$ cat src/rtl/clint_timer_unit.sv
// Machine timer / software-interrupt source: mtime, mtimecmp and msip behind a
// word-wide register port, driving the level and clear inputs of the int/ex handler.
module clint_timer_unit #(
    parameter int unsigned TICK_DIV   = 1,
    parameter int unsigned BASE_WIDTH = 5
) (
    input  logic                  CLK,
    input  logic                  RST,
    input  logic                  ren,
    input  logic                  wen,
    input  logic [BASE_WIDTH-1:0] addr,
    input  logic [31:0]           wdata,
    output logic [31:0]           rdata,
    output logic                  ack,
    output logic                  bus_err,
    output logic                  timer_int_m,
    output logic                  soft_int_m,
    output logic                  clear_timer_int_m,
    output logic                  clear_soft_int_m
);

    typedef enum logic {IDLE, RESP} bus_state_t;

    bus_state_t  state, state_next;
    logic [63:0] mtime, mtime_next;
    logic [63:0] mtimecmp, mtimecmp_next;
    logic        msip, msip_next;
    logic [31:0] mtime_hi_shadow, shadow_next;
    logic [15:0] presc, presc_next;
    logic        tick;
    logic [31:0] rdata_next;
    logic        bus_err_next;
    logic        timer_level;
    logic        sel_msip, sel_cmp_lo, sel_cmp_hi, sel_time_lo, sel_time_hi, addr_hit;

    assign sel_msip    = (addr == BASE_WIDTH'(5'h00));
    assign sel_cmp_lo  = (addr == BASE_WIDTH'(5'h08));
    assign sel_cmp_hi  = (addr == BASE_WIDTH'(5'h0C));
    assign sel_time_lo = (addr == BASE_WIDTH'(5'h10));
    assign sel_time_hi = (addr == BASE_WIDTH'(5'h14));
    assign addr_hit    = sel_msip | sel_cmp_lo | sel_cmp_hi | sel_time_lo | sel_time_hi;

    assign tick        = (presc == 16'(TICK_DIV - 1));
    assign timer_level = (mtime >= mtimecmp);
    assign ack         = (state == RESP);

    always_comb begin
        state_next    = state;
        mtimecmp_next = mtimecmp;
        msip_next     = msip;
        shadow_next   = mtime_hi_shadow;
        rdata_next    = '0;
        bus_err_next  = 1'b0;
        presc_next    = tick ? '0 : presc + 16'd1;
        mtime_next    = mtime + {63'd0, tick};

        case (state)
            IDLE: begin
                if (ren || wen) begin
                    state_next = RESP;
                    if (!addr_hit) begin
                        bus_err_next = 1'b1;
                    end else if (wen) begin
                        if (sel_msip)    msip_next            = wdata[0];
                        if (sel_cmp_lo)  mtimecmp_next[31:0]  = wdata;
                        if (sel_cmp_hi)  mtimecmp_next[63:32] = wdata;
                        // low-half write overrides the tick; high-half write keeps the
                        // ticked low half but drops its carry
                        if (sel_time_lo) mtime_next           = {mtime[63:32], wdata};
                        if (sel_time_hi) mtime_next[63:32]    = wdata;
                    end else begin
                        if (sel_msip)    rdata_next = {31'd0, msip};
                        if (sel_cmp_lo)  rdata_next = mtimecmp[31:0];
                        if (sel_cmp_hi)  rdata_next = mtimecmp[63:32];
                        if (sel_time_lo) begin
                            rdata_next  = mtime[31:0];
                            shadow_next = mtime[63:32];
                        end
                        if (sel_time_hi) rdata_next = mtime_hi_shadow;
                    end
                end
            end
            RESP:    state_next = IDLE;
            default: state_next = IDLE;
        endcase
    end

    always_ff @(posedge CLK) begin
        if (RST) begin
            state             <= IDLE;
            mtime             <= '0;
            mtimecmp          <= '1;
            msip              <= 1'b0;
            mtime_hi_shadow   <= '0;
            presc             <= '0;
            rdata             <= '0;
            bus_err           <= 1'b0;
            timer_int_m       <= 1'b0;
            soft_int_m        <= 1'b0;
            clear_timer_int_m <= 1'b0;
            clear_soft_int_m  <= 1'b0;
        end else begin
            state             <= state_next;
            mtime             <= mtime_next;
            mtimecmp          <= mtimecmp_next;
            msip              <= msip_next;
            mtime_hi_shadow   <= shadow_next;
            presc             <= presc_next;
            rdata             <= rdata_next;
            bus_err           <= bus_err_next;
            timer_int_m       <= timer_level;
            soft_int_m        <= msip;
            clear_timer_int_m <= timer_int_m & ~timer_level;
            clear_soft_int_m  <= soft_int_m & ~msip;
        end
    end

endmodule

$ cat config.mk
export PLATFORM = sky130hd
export DESIGN_NAME = clint_timer_unit
export DESIGN_NICKNAME = d
export VERILOG_FILES = /design/src/rtl/clint_timer_unit.sv
export SDC_FILE = /design/constraint.sdc
export NUM_CORES = 1
export LEC_CHECK = 0
export BUFFER_PORTS_ARGS = -buffer_cell sky130_fd_sc_hd__buf_2
export CAP_MARGIN = 40
export CORE_AREA = 2 2 115 172
export CTS_CLUSTER_DIAMETER = 40
export DETAILED_ROUTE_END_ITERATION = 12
export DIE_AREA = 0 0 117 174
export MAX_ROUTING_LAYER = met4
export PLACE_DENSITY = 0.84
export SYNTH_ARGS = -nofsm -noshare
export SYNTH_HDL_FRONTEND = slang
export SYNTH_SLANG_ARGS = --single-unit
$ cat constraint.sdc
create_clock -name CLK -period 4 [get_ports CLK]
set_clock_uncertainty 0.1 [all_clocks]
set_input_delay 0 -clock CLK [delete_from_list [all_inputs] [get_ports CLK]]
set_output_delay 0 -clock CLK [all_outputs]
set_load 0.01 [all_outputs]
# Yosys cells after proc, flatten, opt, wreduce, memory -nomap -nowiden
# Cells that the tools add are included.
[totals] output_inout_bits=38 romBits=0 ramBits=0 mem_count=0 wordCells=58 register_bits=215 latchBits=0 in_bits=41
[classes] mux=14 add_sub_neg=2 n_bitwise=12 n_lt_le_gt_ge=1 n_mul=0 eq_ne=5 shifts=0 reduce_logical=10 n_div=0
[ops] cell="$mux W64" n=5
[ops] cell="$mux W32" n=5
[ops] cell="$add A64 B1 Y64" n=1
[ops] cell="$ge A64 B64 Y1" n=1
[ops] cell="$reduce_and A5 Y1" n=4
[ops] cell="$add A16 B1 Y16 const B" n=1
[ops] cell="$logic_not A16 Y1" n=1
[ops] cell="$eq A5 B4 Y1 const B" n=2
[ops] cell="$eq A5 B5 Y1 const B" n=2
[ops] cell="$ne A6 B6 Y1 const B" n=1
[ops] cell="$not A1 Y1" n=6
[ops] cell="$logic_not A5 Y1" n=1
[ops] cell="$reduce_or A5 Y1" n=1
[ops] cell="$or A1 B1 Y1" n=4
[ops] cell="$mux W1" n=3
[ops] cell="$reduce_or A3 Y1" n=1
[ops] cell="$and A1 B1 Y1" n=2
[ops] cell="$pmux W1 S2" n=1
[ops] cell="$reduce_or A2 Y1" n=1
[ops] cell="$logic_or A1 B1 Y1" n=1

# Logic depth before layout (Yosys ltp)
# Gate-level depths: netlist (run 1).
[logic_depth] word_depth=8 mapped_depth=13 depth_no_buf=12

# Worst setup path before layout (run 1)
# Ideal clock, no wire load.
[synth_timing] path_type="register -> register" startpoint="reg presc[0]" endpoint="reg mtime[46]" setup_slack_ns=0.841 required_time_ns=3.830 path_stages_with_launch=14 t_arrival_ns=2.989 path_cell_list="dfxtp_1 inv_1 ha_1 nor4b_1 and4_1 ha_1 ha_1 and4_1 nand4_1 or3_4 buf_6 nor4_1 mux2_1 a21oi_1"
[synth_via] elab_chain_cells=8
[synth_lines] element="start: declaration" line_no="29" text="logic [15:0] presc, presc_next;"
[synth_lines] element="start signal: assignment" line_no="108" text="presc <= presc_next;"
[synth_lines] element="$logic_not A16 Y1 (*)" line_no="43" text="assign tick = (presc == 16'(TICK_DIV - 1));"
[synth_lines] element="$add A64 B1 Y64 (*)" line_no="55" text="mtime_next = mtime + {63'd0, tick};"
[synth_lines] element="$mux W64" line_no="69" text="if (sel_time_lo) mtime_next = {mtime[63:32], wdata};"
[synth_lines] element="$mux W32" line_no="70" text="if (sel_time_hi) mtime_next[63:32] = wdata;"
[synth_lines] element="$mux W64" line_no="63" text="end else if (wen) begin"
[synth_lines] element="$mux W64" line_no="61" text="if (!addr_hit) begin"
[synth_lines] element="$mux W64" line_no="59" text="if (ren || wen) begin"
[synth_lines] element="$mux W64 (*)" line_no="57" text="case (state)"
[synth_lines] element="end signal: assignment" line_no="104" text="mtime <= mtime_next;"
[synth_lines] element="end: declaration" line_no="25" text="logic [63:0] mtime, mtime_next;"
# Every way passes the cells marked *; elsewhere a longest branch is shown, timed or not. The select of a mux whose other input is x is not followed.
# A chain may end at the register's enable or synchronous reset.

# Worst setup path after layout (run 1)
# Same ends and word-level chain as after synthesis.

==> results of run 1 <==
==> where the power goes <==
part / internal, mW / total, mW / switching, mW
logic: 0.113 / 0.254 / 0.141
registers: 2.16 / 2.18 / 0.0220
clock network: 1.43 / 2.38 / 0.953
total: 3.70 / 4.82 / 1.12
==> sequential cells by signal, indices dropped and copies added (netlist names) <==
signal	flops
mtime_hi_shadow	32
clear_timer_int_m	1
presc	16
mtime	64
timer_int_m	1
msip	1
clear_soft_int_m	1
ack	1
bus_err	1
rdata	32
soft_int_m	1
mtimecmp	64
==> repair_timing <==
action	CTS	global route
hold buffers	41	0
hold endpoints to repair	145	0
endpoints found under the setup margin	0	0
==> placed cells by master (no fill, tap or decap), types with 25 or more instances in the layout <==
master	count
nand3_1	36
buf_4	25
xor2_1	26
a211o_1	32
buf_2	77
nand2_1	201
nor2_1	124
inv_1	78
nor2b_1	32
clkbuf_16	27
a21oi_1	75
a211oi_1	39
dfxtp_1	215
nand4_1	39
nand3b_1	33
o21ai_0	28
dlygate4sd3_1	41
ha_1	69
==> cell type report <==
class	instances	share of cell area, %
flip-flops and latches	215	32.48
clock buffers	35	5.552
repair buffers	148	8.073
multi-input cells	965	48.29
inverters	78	2.209
clock inverters	11	0.9820
well taps	256	2.417
==> worst paths after layout <==
path | start | end | slack (ns) | cells after the start
max | presc[0]$_SDFF_PP0_ | mtime[46]$_SDFFE_PP0P_ | 0.48 | 13
min | addr[4] | msip$_SDFFE_PP0P_ | 0.06 | 6
max reg2reg | presc[0]$_SDFF_PP0_ | mtime[46]$_SDFFE_PP0P_ | 0.48 | 13
min reg2reg | mtime_hi_shadow[24]$_SDFFE_PP0P_ | mtime_hi_shadow[24]$_SDFFE_PP0P_ | 0.35 | 2
==> logic make-up after synthesis <==
group                      synth area share (%)
AOI/OAI and AO/OA                         14.89
xor gates and xnor gates                  3.492
adders and majority gates                 7.650
buffers and inverters                     5.344
DFF                                       38.14
muxes                                     5.377
and+or+nand+nor                           25.11
==> worst min-delay path, stage by stage <==
cell and delay, ns:
buf_2 0.16, nor2_1 0.08, and3b_1 0.19, nand2_1 0.08, mux2i_1 0.07, nor2_1 0.07
==> through the flow <==
step,utilization [%],hold WS [ns]
6_report,69.72,0.06284
4_1_cts,69.72,0.01039
2_1_floorplan,-,0.01784
5_1_grt,69.72,0.1076
3_3_place_gp,62.66,0.1698
3_5_place_dp,63.01,0.1741
==> layer usage <==
layer | part of all wire (%) | up-vias | GRT usage, %
met5 | 0 | - | -
met4 | 5.4 | 0 | 16.13
met3 | 7.0 | 151 | 4.986
met2 | 50 | 511 | 57.63
met1 | 38 | 5043 | 40.44
li1 | - | 4956 | -
==> flow_summary.yaml, run 1 <==
placed_design:
  place_inst: 1621
  gp_congestion: 1.002
  hpwlAfterDp_um: 23280
  post-place-ws_ns: 0.5274
  place_area_um2: 11980
  numPortBuffers: 78
route:
  drc: 0
  dr.pass1.iters: 7
  dr_total_vias: 10660
  antenna_left: 0
  routed_wl_um: 33920
  via_per_inst: 6.242
  wl_per_cell_um: 19.86
  drt_iter0_markers: 1170
synthesis:
  ys_seq_area_share_pct: 38.14
  ys_top_cells_by_count: "dfxtp_1 (215), nand2_1 (201), nor2_1 (124), inv_1 (78), a21oi_1 (75)"
  synth-main-ff-cell: "dfxtp_1"
  syn_area_um2: 11290
  yosysMostFrequentCell: "dfxtp_1"
  ys_async_sr_fraction_pct: 0
  synthesis.nets: 1447
  ys_types: 66
  synth_top_area_cell: "dfxtp_1"
  synthCells: 1337
  netlist_top_cells_area: "dfxtp_1 (38%), ha_1 (7.6%), nand2_1 (6.7%)"
  avgSynthCellArea_um2: 8.441
  synth_top_area_share_pct: 38.14
  synth_edf_count: 0
  ys_ff_latch: 215
  synth_warnings: 0
finish:
  fin_nets: 1544
  multi_input_area_um2: 6399
  seqCellArea_um2: 4304
  design_area_um2: 13250
  syn_to_final_growth_pct: 17.42
  fillers: 1444
  drive_gt1_share_pct: 12.81
  stdcell_count: 1708
  diodes: 0
floorplan:
  die_h_um: 174
  dieWidth_um: 117
  row_count: 62
  top_level_ports: 79
  dieArea_um2: 20360
  core_area_um2: 19010
  initial_core_util_pct: 59.38
cts:
  clock-sinks: 215
  cts_setup_buffers: 0
  cts-root-buf: "clkbuf_16"
  cts_tree: "built"
  clkTransAtPathRegs_ns: 0.06
  h-tree-depth: 1
  clockBufferDepth: 3
  insertion_delay_ns: 0.53
  numCtsBuffers: 26
  cts_resized: 0
timing:
  layout_setup_ws_ns: 0.4831
  finalHoldViolCount: 0
  worst_pin_slew_ns: 0.9798
  fmax_mhz: 284.3
  setup-violations-final: 0
  rsz0062_at_grt: "no"
  fin_crit_sh_pct: 87.92
  report.final.slew_viol_count: 0
  fin_crit_ns: 3.517
  maxSlewHeadroom_pct: 34.44
  fin_tns_setup_ns: 0
critical_path:
  path_cells: "inv_1 -> ha_1 -> nor4b_1 -> and4_1 -> ha_1 -> ha_1 -> and4_1 -> nand4_1 -> buf_4 -> or3_4 -> nor4_1 -> mux2_1 -> a21oi_1"
  slowest_delay_ns: 0.40
  crit_path_max_fanout: 8
  path_buf_inv: 2
  cp-end-kind: "register"
  worst_ep_arrival_time_ns: 3.87
  worst-endpoint-required_ns: 4.35
  slowest_stage: "or3_4"
  crit_type: "register to register"
  cp_common_cell: "ha_1"
  crit_family: "simple AND/OR/NAND/NOR gates"
  worstSetupStartpointType: "register"
power_and_ir_drop:
  power.density_nw_per_um2: 363.4
  total_power_mw: 4.816
  leakage_nw: 5.698
  ir_worst_vdd_mv: 0.3679
global_route:
  grt_max_degree: 92
  grtUsageTotal_pct: 34.55
  grt_pass1_vias: 10440
  antenna_found_initial: 0
  grt_overflow_total: 0
  grt_pass1_wl_um: 54360
run:
  drv_cap: 0
status:
  run_status: "completed"
hold_path:
  hp-class: "input port to register"
Power figures use the tool's default switching activity.
==> run 2: changes to the inputs <==
Settings changed: MAX_ROUTING_LAYER met4 to default.
==> run 2 against run 1 <==
Compared with the run above: final cell count fell by 0.41%; design area rose by 0.25%; wire length rose by 0.69%; register-to-register slack got worse by 0.04 ns; die area did not move; highest routed layer unchanged; global-route usage fell by 0.38 points; core utilization rose by 0.18 points; critical endpoint is now mtime[50]$_SDFFE_PP0P_; via count rose by 2.1%.
==> flow_summary.yaml, run 2 (same netlist as run 1, synthesis figures left out) <==
floorplan:
  dieWidth_um: 117
  initial_core_util_pct: 59.38
  dieArea_um2: 20360
  core_area_um2: 19010
  row_count: 62
  top_level_ports: 79
  die_h_um: 174
critical_path:
  crit_type: "register to register"
  cp-end-kind: "register"
  worstSetupStartpointType: "register"
  worst-endpoint-required_ns: 4.34
  path_cells: "inv_1 -> ha_1 -> nor4b_1 -> and4_1 -> ha_1 -> ha_1 -> and4_1 -> nand4_1 -> or3_4 -> nor4_4 -> a41oi_1 -> a311oi_1"
  crit_path_max_fanout: 8
  worst_ep_arrival_time_ns: 3.90
  slowest_delay_ns: 0.44
  slowest_stage: "or3_4"
  cp_common_cell: "ha_1"
timing:
  report.final.slew_viol_count: 0
  layout_setup_ws_ns: 0.4415
  maxSlewHeadroom_pct: 34.91
  worst_pin_slew_ns: 0.9727
  fin_crit_sh_pct: 88.96
  fmax_mhz: 281.0
  fin_crit_ns: 3.559
  finalHoldViolCount: 0
  fin_tns_setup_ns: 0
  setup-violations-final: 0
  rsz0062_at_grt: "no"
power_and_ir_drop:
  ir_worst_vdd_mv: 0.3163
  swShare_pct: 22.74
  combPwrFrac_pct: 5.0
  leakage_nw: 5.704
  clock_power_share_pct: 51.7
  p_switching_mw: 1.146
  pwr-share-seq_pct: 43.3
  power.density_nw_per_um2: 379.3
  p_int_mw: 3.894
placed_design:
  numPortBuffers: 78
  hpwlAfterDp_um: 23270
  gp_congestion: 0.9832
  post-place-ws_ns: 0.5848
  place_inst: 1616
cts:
  h-tree-depth: 1
  insertion_delay_ns: 0.54
  cts_tree: "built"
  clkTransAtPathRegs_ns: 0.06
  cts-root-buf: "clkbuf_16"
  clockBufferDepth: 3
  clock-sinks: 215
  cts_setup_buffers: 0
  numCtsBuffers: 27
finish:
  diodes: 0
  reg_top3: "mtime x64, mtimecmp x64"
  fin_nets: 1538
  fillers: 1451
  final_cell_mix: "dfxtp_1 (215), nand2_1 (201), nor2_1 (124)"
  stdcell_count: 1701
  drive_gt1_share_pct: 12.80
  syn_to_final_growth_pct: 17.72
  final_common_cell: "dfxtp_1"
route:
  drt_iter0_markers: 1178
  wl_per_cell_um: 20.08
  drc: 0
  dr.pass1.iters: 6
  via_per_inst: 6.400
  antenna_left: 0
  dr_total_vias: 10890
  routed_wl_um: 34160
run:
  drv_cap: 0
global_route:
  grt_pass1_vias: 10890
  grt_pass1_wl_um: 55410
  grt_max_degree: 77
  grt_overflow_total: 0
  grtUsageTotal_pct: 34.17
  antenna_found_initial: 0
hold_path:
  hp-class: "input port to register"
status:
  run_status: "completed"
## run 2: changes by cell type in the layout (fill, tap and decap cells not counted)
cell	change
inv_6	+1
buf_8	-1
clkinv_4	+2
clkbuf_1	-4
buf_4	-4
buf_16	+1
buf_12	-1
dlygate4sd3_1	-2
bufinv_16	+3
clkinv_2	-2
## run 2: stage by stage
stage / hold slack (ns) / total power, mW / util (%) / area (um2)
after global placement: 0.1675 / 2.433 / 62.50 / 11880
after detailed placement: 0.1698 / 2.442 / 62.81 / 11940
after global routing: 0.06151 / 5.164 / 69.90 / 13290
after CTS: 0.01082 / 5.041 / 69.90 / 13290
after floorplan: 0.01784 / 2.349 / - / 11290
final: 0.04041 / 5.039 / 69.90 / 13290
## run 2: repair_timing
action,CTS,global route
endpoints found under the hold margin,148,0
hold buffers,39,0
gates resized for setup,0,0
## run 2: path summary, 6_finish.rpt
check	start	end	slack (ns)	cells after the start
worst max-delay path	presc[0]$_SDFF_PP0_	mtime[50]$_SDFFE_PP0P_	0.44	12
worst min register to register	mtime_hi_shadow[21]$_SDFFE_PP0P_	mtime_hi_shadow[21]$_SDFFE_PP0P_	0.35	2
worst max register to register	presc[0]$_SDFF_PP0_	mtime[50]$_SDFFE_PP0P_	0.44	12
worst min-delay path	ren	mtime_hi_shadow[2]$_SDFFE_PP0P_	0.04	5
## run 2: power by group through the flow
| stage | combinational (mW) | clock [mW] | sequential [mW] |
|---|---|---|---|
| 6_report | 0.253 | 2.60 | 2.18 |
| 5_1_grt | 0.270 | 2.71 | 2.18 |
| 4_1_cts | 0.245 | 2.61 | 2.18 |
| 3_5_place_dp | 0.214 | 0 | 2.23 |
| 3_3_place_gp | 0.206 | 0 | 2.23 |
| 2_1_floorplan | 0.127 | 0 | 2.22 |
## run 2: cell type report
| class | count | area (um2) | share of cell area, % |
|---|---|---|---|
| Multi-Input combinational cell | 965 | 6399 | 48.16 |
| Clock inverter | 15 | 236.5 | 1.780 |
| Timing Repair Buffer | 141 | 1012 | 7.619 |
| Inverter | 78 | 292.8 | 2.204 |
| Clock buffer | 31 | 720.7 | 5.425 |
| Sequential cell | 215 | 4304 | 32.40 |
| Tap cell | 256 | 320.3 | 2.411 |
## run 2: layer usage
metal  global-route usage (%)  vias to the layer above  wire [um]
li1                         -                     4950          -
met1                    40.66                     5166      12460
met2                    57.37                      580      16820
met3                    5.021                      190       2513
met4                    20.15                        0       2364
met5                        0                        -          0
## run 2: worst max-delay path, delay by kind of cell, from the launching register on
| kind | cells | cell delay, ns |
|---|---|---|
| buffers and inverters | 1 | 0.08 |
| adder cells (fa/ha/maj) | 3 | 0.59 |
| AND/OR/NAND/NOR | 6 | 1.90 |
| flip-flops | 1 | 0.36 |
| AO/OA/AOI/OAI | 2 | 0.42 |
